File: src/rtl/mux8_rr_arbiter_if.sv
// ---------------------------------------------------------------------------
// mux8_rr_arbiter_if
// Bus between the eight requesters (and the mux data they own) and the
// round-robin arbiter that drives the 8:1 mux select.
//
// Signals:
//   req[7:0]  requester -> arbiter : level request, bit i = requester i
//   A[7:0]    requester -> arbiter : mux data inputs, bit i owned by i
//   Sel[2:0]  arbiter -> requester : registered select (current/last owner)
//   gnt[7:0]  arbiter -> requester : registered one-hot grant, 0 when idle
//   F         arbiter -> requester : registered A[Sel] sample
//   F_valid   arbiter -> requester : F was sampled under an active grant
//   busy      arbiter -> requester : arbiter is in GRANT state
//
// Handshake: req[i] is a level that must stay high for as long as requester i
// wants the mux; ownership exists exactly while gnt[i] is high, and the owner
// releases by dropping req[i] (or loses the grant at tenure expiry). F is
// qualified by F_valid; there is no back-pressure on F.
// ---------------------------------------------------------------------------
interface mux8_rr_arbiter_if;
    logic [7:0] req;
    logic [7:0] A;
    logic [2:0] Sel;
    logic [7:0] gnt;
    logic       F;
    logic       F_valid;
    logic       busy;

    modport master (
        output req, A,
        input  Sel, gnt, F, F_valid, busy
    );

    modport slave (
        input  req, A,
        output Sel, gnt, F, F_valid, busy
    );
endinterface

File: src/rtl/mux8_rr_arbiter.sv
// ---------------------------------------------------------------------------
// mux8_rr_arbiter
// Round-robin arbiter / sequencer for a shared 8:1 single-bit mux. Grants one
// requester at a time, drives the mux select, bounds each grant to
// HOLD_CYCLES cycles and registers the selected data bit with a valid flag.
//
// Parameters:
//   HOLD_CYCLES   maximum consecutive grant cycles per owner (1..16)
//
// Ports:
//   clk           rising-edge clock
//   rst_n         synchronous active-low reset
//   bus           mux8_rr_arbiter_if.slave (req, A in; Sel, gnt, F, F_valid,
//                 busy out)
//   dbg_state_o   FSM state (0 = IDLE, 1 = GRANT)
//   dbg_cnt_o     remaining tenure counter
//   dbg_last_o    last-owner round-robin pointer
//
// Configuration macro:
//   MUX8_ARB_FIXED_PRIO_EN  when defined, lowest asserted index always wins
//                           and the round-robin pointer is ignored.
// ---------------------------------------------------------------------------
module mux8_rr_arbiter #(
    parameter int HOLD_CYCLES = 4
) (
    input  logic               clk,
    input  logic               rst_n,
    mux8_rr_arbiter_if.slave   bus,
    output logic [0:0]         dbg_state_o,
    output logic [3:0]         dbg_cnt_o,
    output logic [2:0]         dbg_last_o
);

    localparam logic [0:0] ST_IDLE  = 1'b0;
    localparam logic [0:0] ST_GRANT = 1'b1;
    localparam logic [3:0] CNT_LOAD = 4'(HOLD_CYCLES - 1);

    logic [0:0] state_q, state_d;
    logic [2:0] sel_q,   sel_d;
    logic [7:0] gnt_q,   gnt_d;
    logic [3:0] cnt_q,   cnt_d;
    logic [2:0] last_q,  last_d;
    logic       f_q,     f_d;
    logic       f_valid_q, f_valid_d;

    logic [3:0] idle_pick;   // {found, index}
    logic [3:0] rel_pick;    // {found, index}
    logic       release_c;

    // Scan r starting at index 'start', wrapping modulo 8; first set bit wins.
    function automatic logic [3:0] rr_pick(input logic [7:0] r, input logic [2:0] start);
        logic       found;
        logic [2:0] idx;
        logic [2:0] w;
        found = 1'b0;
        w     = 3'd0;
        for (int i = 0; i < 8; i++) begin
            idx = start + 3'(i);
            if (!found && r[idx]) begin
                found = 1'b1;
                w     = idx;
            end
        end
        return {found, w};
    endfunction

    always_comb begin
`ifdef MUX8_ARB_FIXED_PRIO_EN
        // Fixed priority: the owner is not masked, so an expired owner that
        // is still the lowest requester simply wins again.
        idle_pick = rr_pick(bus.req, 3'd0);
        rel_pick  = rr_pick(bus.req, 3'd0);
`else
        idle_pick = rr_pick(bus.req, last_q + 3'd1);
        // On release the owner is masked so any other requester goes first.
        rel_pick  = rr_pick(bus.req & ~(8'd1 << sel_q), sel_q + 3'd1);
`endif
        // Owner drop and tenure expiry together still form one release.
        release_c = !bus.req[sel_q] || (cnt_q == 4'd0);

        state_d   = state_q;
        sel_d     = sel_q;
        gnt_d     = gnt_q;
        cnt_d     = cnt_q;
        last_d    = last_q;
        f_d       = bus.A[sel_q];
        f_valid_d = (state_q == ST_GRANT);

        case (state_q)
            ST_IDLE: begin
                if (idle_pick[3]) begin
                    state_d = ST_GRANT;
                    sel_d   = idle_pick[2:0];
                    gnt_d   = 8'd1 << idle_pick[2:0];
                    cnt_d   = CNT_LOAD;
                    last_d  = idle_pick[2:0];
                end
            end
            ST_GRANT: begin
                if (release_c) begin
                    if (rel_pick[3]) begin
                        // Back-to-back handover on the release edge.
                        sel_d  = rel_pick[2:0];
                        gnt_d  = 8'd1 << rel_pick[2:0];
                        cnt_d  = CNT_LOAD;
                        last_d = rel_pick[2:0];
                    end else if (bus.req[sel_q]) begin
                        // Tenure expired with no contenders: keep the owner.
                        cnt_d = CNT_LOAD;
                    end else begin
                        // Nobody left; Sel keeps pointing at the last owner.
                        state_d = ST_IDLE;
                        gnt_d   = 8'd0;
                        cnt_d   = 4'd0;
                    end
                end else begin
                    cnt_d = cnt_q - 4'd1;
                end
            end
            default: begin
                state_d = ST_IDLE;
                gnt_d   = 8'd0;
            end
        endcase
    end

    always_ff @(posedge clk) begin
        if (!rst_n) begin
            state_q   <= ST_IDLE;
            sel_q     <= 3'd0;
            gnt_q     <= 8'd0;
            cnt_q     <= 4'd0;
            last_q    <= 3'd7;
            f_q       <= 1'b0;
            f_valid_q <= 1'b0;
        end else begin
            state_q   <= state_d;
            sel_q     <= sel_d;
            gnt_q     <= gnt_d;
            cnt_q     <= cnt_d;
            last_q    <= last_d;
            f_q       <= f_d;
            f_valid_q <= f_valid_d;
        end
    end

    assign bus.Sel     = sel_q;
    assign bus.gnt     = gnt_q;
    assign bus.F       = f_q;
    assign bus.F_valid = f_valid_q;
    assign bus.busy    = (state_q == ST_GRANT);

    assign dbg_state_o = state_q;
    assign dbg_cnt_o   = cnt_q;
    assign dbg_last_o  = last_q;

endmodule

File: src/flat_wrapper.sv
// flat-port wrapper written by rule: the top's interface ports become plain ports
module mux8_rr_arbiter_flat 
#(
    parameter int HOLD_CYCLES = 4
)
  (clk, rst_n, dbg_state_o, dbg_cnt_o, dbg_last_o, bus_req, bus_A, bus_Sel, bus_gnt, bus_F, bus_F_valid, bus_busy);
  mux8_rr_arbiter_if bus_i ();
  input  logic clk;
  input  logic rst_n;
  output logic [0:0] dbg_state_o;
  output logic [3:0] dbg_cnt_o;
  output logic [2:0] dbg_last_o;
  input wire logic [$bits(bus_i.req)-1:0] bus_req;
  input wire logic [$bits(bus_i.A)-1:0] bus_A;
  output wire logic [$bits(bus_i.Sel)-1:0] bus_Sel;
  output wire logic [$bits(bus_i.gnt)-1:0] bus_gnt;
  output wire logic [$bits(bus_i.F)-1:0] bus_F;
  output wire logic [$bits(bus_i.F_valid)-1:0] bus_F_valid;
  output wire logic [$bits(bus_i.busy)-1:0] bus_busy;
  assign bus_i.req = bus_req;
  assign bus_i.A = bus_A;
  assign bus_Sel = bus_i.Sel;
  assign bus_gnt = bus_i.gnt;
  assign bus_F = bus_i.F;
  assign bus_F_valid = bus_i.F_valid;
  assign bus_busy = bus_i.busy;
  mux8_rr_arbiter #(.HOLD_CYCLES(HOLD_CYCLES)) u_core (.clk(clk), .rst_n(rst_n), .bus(bus_i), .dbg_state_o(dbg_state_o), .dbg_cnt_o(dbg_cnt_o), .dbg_last_o(dbg_last_o));
endmodule
File: config.mk
export PLATFORM = sky130hd
export DESIGN_NAME = mux8_rr_arbiter_flat
export DESIGN_NICKNAME = d
export VERILOG_FILES = /design/src/rtl/mux8_rr_arbiter_if.sv /design/src/rtl/mux8_rr_arbiter.sv /design/src/flat_wrapper.sv
export SDC_FILE = /design/constraint.sdc
export NUM_CORES = 1
export LEC_CHECK = 0
export BUFFER_PORTS_ARGS = -buffer_cell sky130_fd_sc_hd__buf_2
export CAP_MARGIN = 10
export CORE_MARGIN = 2
export CORE_UTILIZATION = 35
export CTS_BUF_LIST = sky130_fd_sc_hd__clkbuf_4
export DETAILED_ROUTE_END_ITERATION = 10
export HOLD_SLACK_MARGIN = 0.15
export PLACE_DENSITY_LB_ADDON = 0.1
export SYNTH_ARGS = -nofsm -noshare
export SYNTH_HDL_FRONTEND = slang
export SYNTH_SLANG_ARGS = --single-unit
File: constraint.sdc
create_clock -name clk -period 4.52 [get_ports clk]
set_clock_uncertainty 0.2 [all_clocks]
set_input_delay 0.904 -clock clk [delete_from_list [all_inputs] [get_ports clk]]
set_output_delay 0.904 -clock clk [all_outputs]
set_load 0.02 [all_outputs]
# After elaboration in Yosys (flattened, before gate mapping)
# Index checks and enable logic that the tools add are counted.
[word_totals]
register_bits = 21
input_bits = 18
output_inout_bits = 22
[classes]
add_sub_neg = 17
order_cmp = 17
eq_ne = 4
shift = 3
mux = 87
bitwise = 3
n_reduce_logical = 33
[op_table]
columns = ["op", "count"]
rows = [
  ["3-bit by 4-bit less-than comparator with 1-bit output, second input constant", 17],
  ["3-bit two-way mux", 19],
  ["1-bit binary-select mux with 3-bit select", 18],
  ["1-bit two-way mux", 38],
  ["8-bit two-way mux", 4],
  ["3-bit adder, second input constant", 8],
  ["1-bit by 3-bit << shifter with 8-bit output, first input constant", 3],
  ["8-bit case mux with 2 select lines", 1],
  ["1-bit logical NOT", 15],
  ["1-bit logical AND", 14],
  ["3-bit by 1-bit adder with 3-bit output, second input constant", 4],
  ["3-bit by 2-bit adder with 3-bit output, second input constant", 4],
  ["4-bit two-way mux", 3],
  ["8-bit bitwise AND", 1],
  ["8-bit inverter", 1],
  ["4-bit case mux with 2 select lines", 1],
  ["3-bit case mux with 2 select lines", 1],
  ["3-bit AND reduction", 2],
  ["4-bit logical NOT", 1],
  ["2-bit != test, second input constant", 2],
  ["4-bit by 1-bit subtractor with 4-bit output, second input constant", 1],
  ["3-bit != test, second input constant", 1],
  ["2-bit two-way mux", 1],
  ["2-bit by 1-bit != test with 1-bit output, second input constant", 1],
  ["3 further kinds", 3],
]

# Longest topological paths before layout
# Gate-level depths: netlist of the first run.
[depth]
word_depth = 31
ltp_mapped = 16
ltp_nobuf = 11

# Least setup slack after synthesis of the first run
# Ideal clock, no wire load.
[synth_path]
kind = "flip-flop to flip-flop"
startpoint = "register u_core.sel_q[0] (netlist: u_core.bus.Sel[0])"
endpoint = "register u_core.gnt_q[0] (netlist: u_core.bus.gnt[0])"
setup_time_ns = 0.122
arrival_ns = 3.641
setup_slack_ns = 0.557
stages_incl_launch_ff = 13
path_cell_list = "dfxtp_1 > buf_4 > inv_1 > ha_1 > clkbuf_1 > mux4_2 > o22ai_1 > o211a_1 > nand4_1 > o311ai_1 > nand2b_1 > nor2_1 > a221o_1"
[synth_via]
elab_chain_len = 31
elab_cells_between_ends = 68
classes_between = "add/sub (8); eq/ne (2); shift (2); mux (37); bitwise (2); reduce/logical (17)"
[synth_lines]
columns = ["item", "line", "rtl"]
rows = [
  ["from (decl)", "mux8_rr_arbiter.sv:39", "logic [2:0] sel_q, sel_d;"],
  ["from (signal assigned)", "mux8_rr_arbiter.sv:138", "sel_q <= sel_d;"],
  ["parallel branches: the longest is 31 deep, another holds 3-bit by 1-bit adder with 3-bit output", "--", ""],
  ["to (signal assigned)", "mux8_rr_arbiter.sv:139", "gnt_q <= gnt_d;"],
  ["to (decl)", "mux8_rr_arbiter.sv:40", "logic [7:0] gnt_q, gnt_d;"],
]
# Several ways; the timed one is not identified. The select of a mux whose other input is x is not followed.
# A chain may end at the register's enable or synchronous reset.

# Final worst setup path of the first run
[layout_path]
startpoint = "register u_core.last_q[1] (netlist: u_core.dbg_last_o[1])"
endpoint = "register u_core.gnt_q[3] (netlist: u_core.bus.gnt[3])"
[layout_via]
elab_chain_len = 28
elab_cells_between_ends = 59
classes_between = "add/sub (8); eq/ne (1); shift (1); mux (34); reduce/logical (15)"
[layout_lines]
columns = ["item", "line", "rtl"]
rows = [
  ["from (decl)", "mux8_rr_arbiter.sv:42", "logic [2:0] last_q, last_d;"],
  ["from (signal assigned)", "mux8_rr_arbiter.sv:141", "last_q <= last_d;"],
  ["3-bit by 1-bit adder with 3-bit output *", "mux8_rr_arbiter.sv:74", "idle_pick = rr_pick(bus.req, last_q + 3'd1);"],
  ["parallel branches: the longest is 27 deep, another holds 3-bit by 1-bit adder with 3-bit output", "--", ""],
]
# Every way passes the cells marked *. The select of a mux whose other input is x is not followed.

==> results of run 1 <==
cells by family (layout without fill, tap and decap cells):
group / count (synthesis) / after routing / share of synthesized area [%]
AO/OA/AOI/OAI: 142 / 142 / 29.9
AND/OR/NAND/NOR: 135 / 135 / 20.3
multiplexers: 53 / 53 / 22.8
buffers and inverters: 44 / 69 / 6.56
flip-flops: 21 / 21 / 12.0
adder cells (fa/ha/maj): 12 / 12 / 4.28
XOR/XNOR: 12 / 12 / 4.21
per-layer routing:
layer | up-vias | track usage (%)
met5 | - | 0
met2 | 83 | 34.4
met1 | 1650 | 26.4
li1 | 1691 | -
met4 | 0 | 5.02
met3 | 20 | 2.32
cell type report:
cell class,count,area [um^2],share of cell area [%]
clock buffers,4,30.0,0.788
inverters,14,52.6,1.38
repair buffers,51,285,7.49
well taps,133,166,4.37
flip-flops and latches,21,420,11.0
multi-input cells,354,2860,75.0
stage by stage:
stage / cells / instance area (um^2)
2_1_floorplan: 419 / 3510
3_3_place_gp: 573 / 3780
3_5_place_dp: 573 / 3780
4_1_cts: 577 / 3810
5_1_grt: 577 / 3810
6_report: 577 / 3810
worst max-delay path, delay by kind of cell, from the launching register on:
| family | cells | cell delay, ns |
|---|---|---|
| fa+ha+maj | 1 | 0.76 |
| compound gates | 5 | 1.15 |
| mux | 2 | 1.27 |
| simple gates | 2 | 0.27 |
| flops | 1 | 0.39 |
cells in the mapped netlist (all sizes together), types with 4 or more instances:
cell / n / area (um^2)
o21ai: 23 / 115
a221o: 4 / 40.0
and2: 7 / 43.8
and3: 4 / 25.0
a221oi: 5 / 43.8
a211o: 5 / 45.0
clkbuf: 16 / 61.3
nor2b: 7 / 43.8
o32a: 4 / 40.0
a211oi: 12 / 100
nor3b: 5 / 42.5
buf: 14 / 116
nand2: 34 / 128
nand3b: 6 / 45.0
mux2i: 22 / 224
dfxtp: 21 / 420
nand2b: 8 / 50.1
or3: 4 / 25.0
o22ai: 4 / 25.0
o211ai: 16 / 120
xor2: 5 / 51.3
a21o: 7 / 52.6
mux2: 12 / 135
nand3: 6 / 30.0
inv: 13 / 48.8
nor2: 28 / 105
xnor2: 5 / 51.3
a21oi: 21 / 105
mux4: 19 / 439
ha: 12 / 150
a22oi: 4 / 30.0
nor3: 10 / 50.1
o21a: 5 / 37.5
registers in the layout, summed over array words and instances (netlist names):
register            cells
u_core.bus.gnt          8
u_core.dbg_cnt_o        4
u_core.bus.Sel          3
u_core.dbg_last_o       3
u_core.bus.F            1
u_core.bus.F_valid      1
u_core.bus.busy         1
worst max path at each step:
stage,endpoint,depth (start not counted),slack [ns]
after floorplan,u_core.bus.gnt[0],12,0.56
after global placement,u_core.bus.gnt[3],10,0.39
after detailed placement,u_core.bus.gnt[3],10,0.44
after CTS,u_core.bus.gnt[3],10,0.42
after global routing,u_core.bus.gnt[6],11,0.12
final,u_core.bus.gnt[3],10,0.37
==> reports/qor.txt, run 1 <==
Post-synth top flop = dfxtp_1
Die H = 104 um
final worst-path cycle share = 91.8%
Slew Limit Fails = 0
TritonRoute pass-1 iters = 5
fmax = 241 MHz
IO Pins = 40
CP endpoint kind = flop
Post-synth EDFFs = 0
commonest non-fill, non-tap cells in the layout = buf_2 (39), nand2_1 (34), nor2_1 (28)
WHS Endpoint = u_core.bus.gnt[7]
Top Layer Used = met4
HP Class = reg2reg
CP Max Fanout = 20
post-layout util = 39.2%
final wirelength = 10900 um
DRC violations left = 0
Worst-Margin Slew = 0.687 ns
total CTS buffers = 3
number of fill cells = 1054
Post-synth ARST share = 0%
DPL Wire Length = 8380 um
critical path cell sequence = ha_1 -> mux4_1 -> mux2i_2 -> nand2_1 -> a31oi_1 -> a22oi_1 -> a2111oi_0 -> o21ba_1 -> nor3b_1 -> a211o_1
Crit Path Category = reg2reg
1st-iter DRT viols = 186
Hold Fails Final Rpt = 0
first-pass GRT wire length = 17900 um
reg2reg end = u_core.bus.gnt[3]
Critical Path AT = 4.16 ns
via-per-instance ratio = 5.97
CP Launch Type = flop
num rows = 36
unrepaired setup endpoints after global routing = no
outcome = finished clean
M1 wire length = 5040 um
Worst R2R Start = u_core.dbg_last_o[1]
WHS = 0.269 ns
area of the die = 0.0108 mm^2
YS warnings = 0
sum of negative setup slack = 0 ns
antenna cell count = 0
number of setup buffers added after CTS = 0
TritonCTS Sinks = 21
layout cells sized above 1 = 21.8%
H-tree lvl count = 1
max-cap viol count = 0
minimum clock period = 4.15 ns
Cells on Worst Hold Path = 2
Syn Area/Cell = 8.37 um^2
CP Launch Point = u_core.dbg_last_o[1]
Starting Density = 36.0%
R2R cell count = 10
CP max stage delay = 0.82 ns
CTS max path bufs = 2
root buffer cell = clkbuf_4
TritonCTS clock tree = built
hold_buf cts = 0
r2r setup slk = 0.37 ns
Core Region = 0.00973 mm^2
Overall Global Routing Usage = 19.9%
remaining antenna violation count = 0
placer congestion estimate = 0.910
antenna violations before repair = 0
Post-Syn Area = 0.00351 mm^2
fin nets = 475
metal3 WL = 356 um
most common cell after layout, fill and taps aside = buf_2
#FFs+latches synth = 21
Max stage delay cell, worst path = mux4_1
Req. time, crit path = 4.53 ns
largest net degree at the start of global routing = 35
Overflow after GRT = 0
post-place setup slack = 0.437 ns
vias in the first global route = 3435
die width = 104 um
fin worst setup slack = 0.371 ns
sequential fraction of the synthesis area = 12.0%
syn_nets = 449
Clk Latency, worst-skew pair = 0.32 ns
Syn-to-layout area delta = 8.67%
Hold Crit Start = u_core.bus.gnt[7]
cell count after synthesis = 419
CTS clk-pin slew, worst paths = 0.13 ns
via count = 3444
metal2 WL = 5220 um
Port Buffers = 39
Avg WL per Cell = 18.9 um
slew margin rel. = 54.2%
Final setup viols = 0
cells resized by post-CTS repair = 0
Netlist cell types = 76
Power of run 1 is not shown: default switching activity piles up to over one toggle a cycle in this logic, so the estimate is an artifact.
==> run 2, diff against run 1 <==
--- a/config.mk
+++ b/config.mk
@@ -12,7 +12,6 @@
 export CTS_BUF_LIST = sky130_fd_sc_hd__clkbuf_4
 export DETAILED_ROUTE_END_ITERATION = 10
 export HOLD_SLACK_MARGIN = 0.15
-export PLACE_DENSITY_LB_ADDON = 0.1
 export SYNTH_ARGS = -nofsm -noshare
 export SYNTH_HDL_FRONTEND = slang
 export SYNTH_SLANG_ARGS = --single-unit
==> run 2 against run 1 <==
Register-to-register slack worse by 0.06 ns. Sequential share of layout area about the same. Routed wire length decreased by 3.3%. Highest routed layer unchanged. Critical endpoint is now u_core.bus.gnt[5].
==> reports/qor.txt, run 2 (synthesized netlist as in run 1, its figures left out) <==
remaining antenna violation count = 0
WHS Endpoint = u_core.bus.gnt[7]
root buffer cell = clkbuf_4
Worst-Margin Slew = 0.617 ns
sum of negative setup slack = 0 ns
max-cap viol count = 0
Cells on Worst Hold Path = 2
TritonCTS Sinks = 21
r2r setup slk = 0.31 ns
Clk Latency, worst-skew pair = 0.31 ns
hold_buf cts = 0
CTS max path bufs = 2
die width = 104 um
Crit Path Category = reg2reg
cells resized by post-CTS repair = 0
fin worst setup slack = 0.313 ns
Starting Density = 36.0%
Req. time, crit path = 4.54 ns
final worst-path cycle share = 93.1%
via count = 3596
slew margin rel. = 57.7%
Port Buffers = 39
placer congestion estimate = 0.976
Hold Fails Final Rpt = 0
layout cells sized above 1 = 21.7%
DRC violations left = 0
CP endpoint kind = flop
total CTS buffers = 3
TritonCTS clock tree = built
R2R cell count = 11
CP Launch Type = flop
area of the die = 0.0108 mm^2
final wirelength = 10500 um
via-per-instance ratio = 6.24
antenna cell count = 0
number of setup buffers added after CTS = 0
most common cell after layout, fill and taps aside = buf_2
unrepaired setup endpoints after global routing = no
num rows = 36
Worst R2R Start = u_core.dbg_last_o[1]
Hold Crit Start = u_core.bus.gnt[7]
HP Class = reg2reg
fin nets = 474
Largest register FFs = 8
fmax = 238 MHz
CP Max Fanout = 15
1st-iter DRT viols = 353
Core Region = 0.00973 mm^2
IO Pins = 40
minimum clock period = 4.21 ns
reg2reg end = u_core.bus.gnt[5]
first-pass GRT wire length = 17200 um
Avg WL per Cell = 18.3 um
Overflow after GRT = 0
commonest non-fill, non-tap cells in the layout = buf_2 (39), nand2_1 (34), nor2_1 (28)
H-tree lvl count = 1
Critical Path AT = 4.23 ns
Syn-to-layout area delta = 8.38%
largest net degree at the start of global routing = 24
Final setup viols = 0
Die H = 104 um
Slew Limit Fails = 0
vias in the first global route = 3523
Overall Global Routing Usage = 18.9%
CTS clk-pin slew, worst paths = 0.13 ns
antenna violations before repair = 0
post-place setup slack = 0.338 ns
TritonRoute pass-1 iters = 5
DPL Wire Length = 8150 um
outcome = finished clean
run 2: cell count changes in the layout (fill, tap and decap cells not counted):
cell,delta
buf_4,-1
clkbuf_4,-1
clkinv_2,+1
run 2: routing by layer:
metal	up-vias	track usage [%]	wire length, um
met4	0	6.56	350
li1	1693	-	-
met2	146	33.9	5280
met5	-	0	0
met3	30	1.50	502
met1	1727	23.7	4390
run 2: worst max path at each step:
stage | startpoint | endpoint | slack (ns) | depth (start not counted)
floorplan | u_core.bus.Sel[0] | u_core.bus.gnt[0] | 0.56 | 12
CTS | u_core.dbg_last_o[1] | u_core.bus.gnt[5] | 0.36 | 11
global route | u_core.dbg_last_o[1] | u_core.bus.gnt[6] | 0.02 | 11
finish | u_core.dbg_last_o[1] | u_core.bus.gnt[5] | 0.31 | 11
global placement | u_core.dbg_last_o[0] | u_core.bus.gnt[5] | 0.42 | 12
detailed placement | u_core.dbg_last_o[1] | u_core.bus.gnt[5] | 0.34 | 11
run 2: through the flow:
step                      area, um^2  hold slack (ns)  std cells  utilization (%)
after floorplan                 3510            0.334        419                -
after global placement          3770            0.239        572             38.8
after detailed placement        3770            0.256        572             38.8
after CTS                       3800            0.283        576             39.1
after global routing            3800            0.298        576             39.1
final                           3800            0.279        576             39.1
run 2: layout make-up:
class	instances	area [um^2]
Sequential cell	21	420
Tap cell	133	166
Clock inverter	1	5.00
Inverter	14	52.6
Timing Repair Buffer	50	278
Multi-Input combinational cell	354	2860
Clock buffer	3	22.5
Fill cell	1032	5930
run 2: worst max-delay path, stage by stage, from the launching register on:
cell and delay (ns):
dfxtp_1 0.38, ha_1 0.62, buf_4 0.25, xor2_1 0.41
mux2_2 0.40, o221a_2 0.31, nor3_1 0.45, nand2b_1 0.17
a2111oi_0 0.08, o21ba_1 0.45, nor2_1 0.09, a221o_1 0.32
Power of run 2 is left out for the same reason.
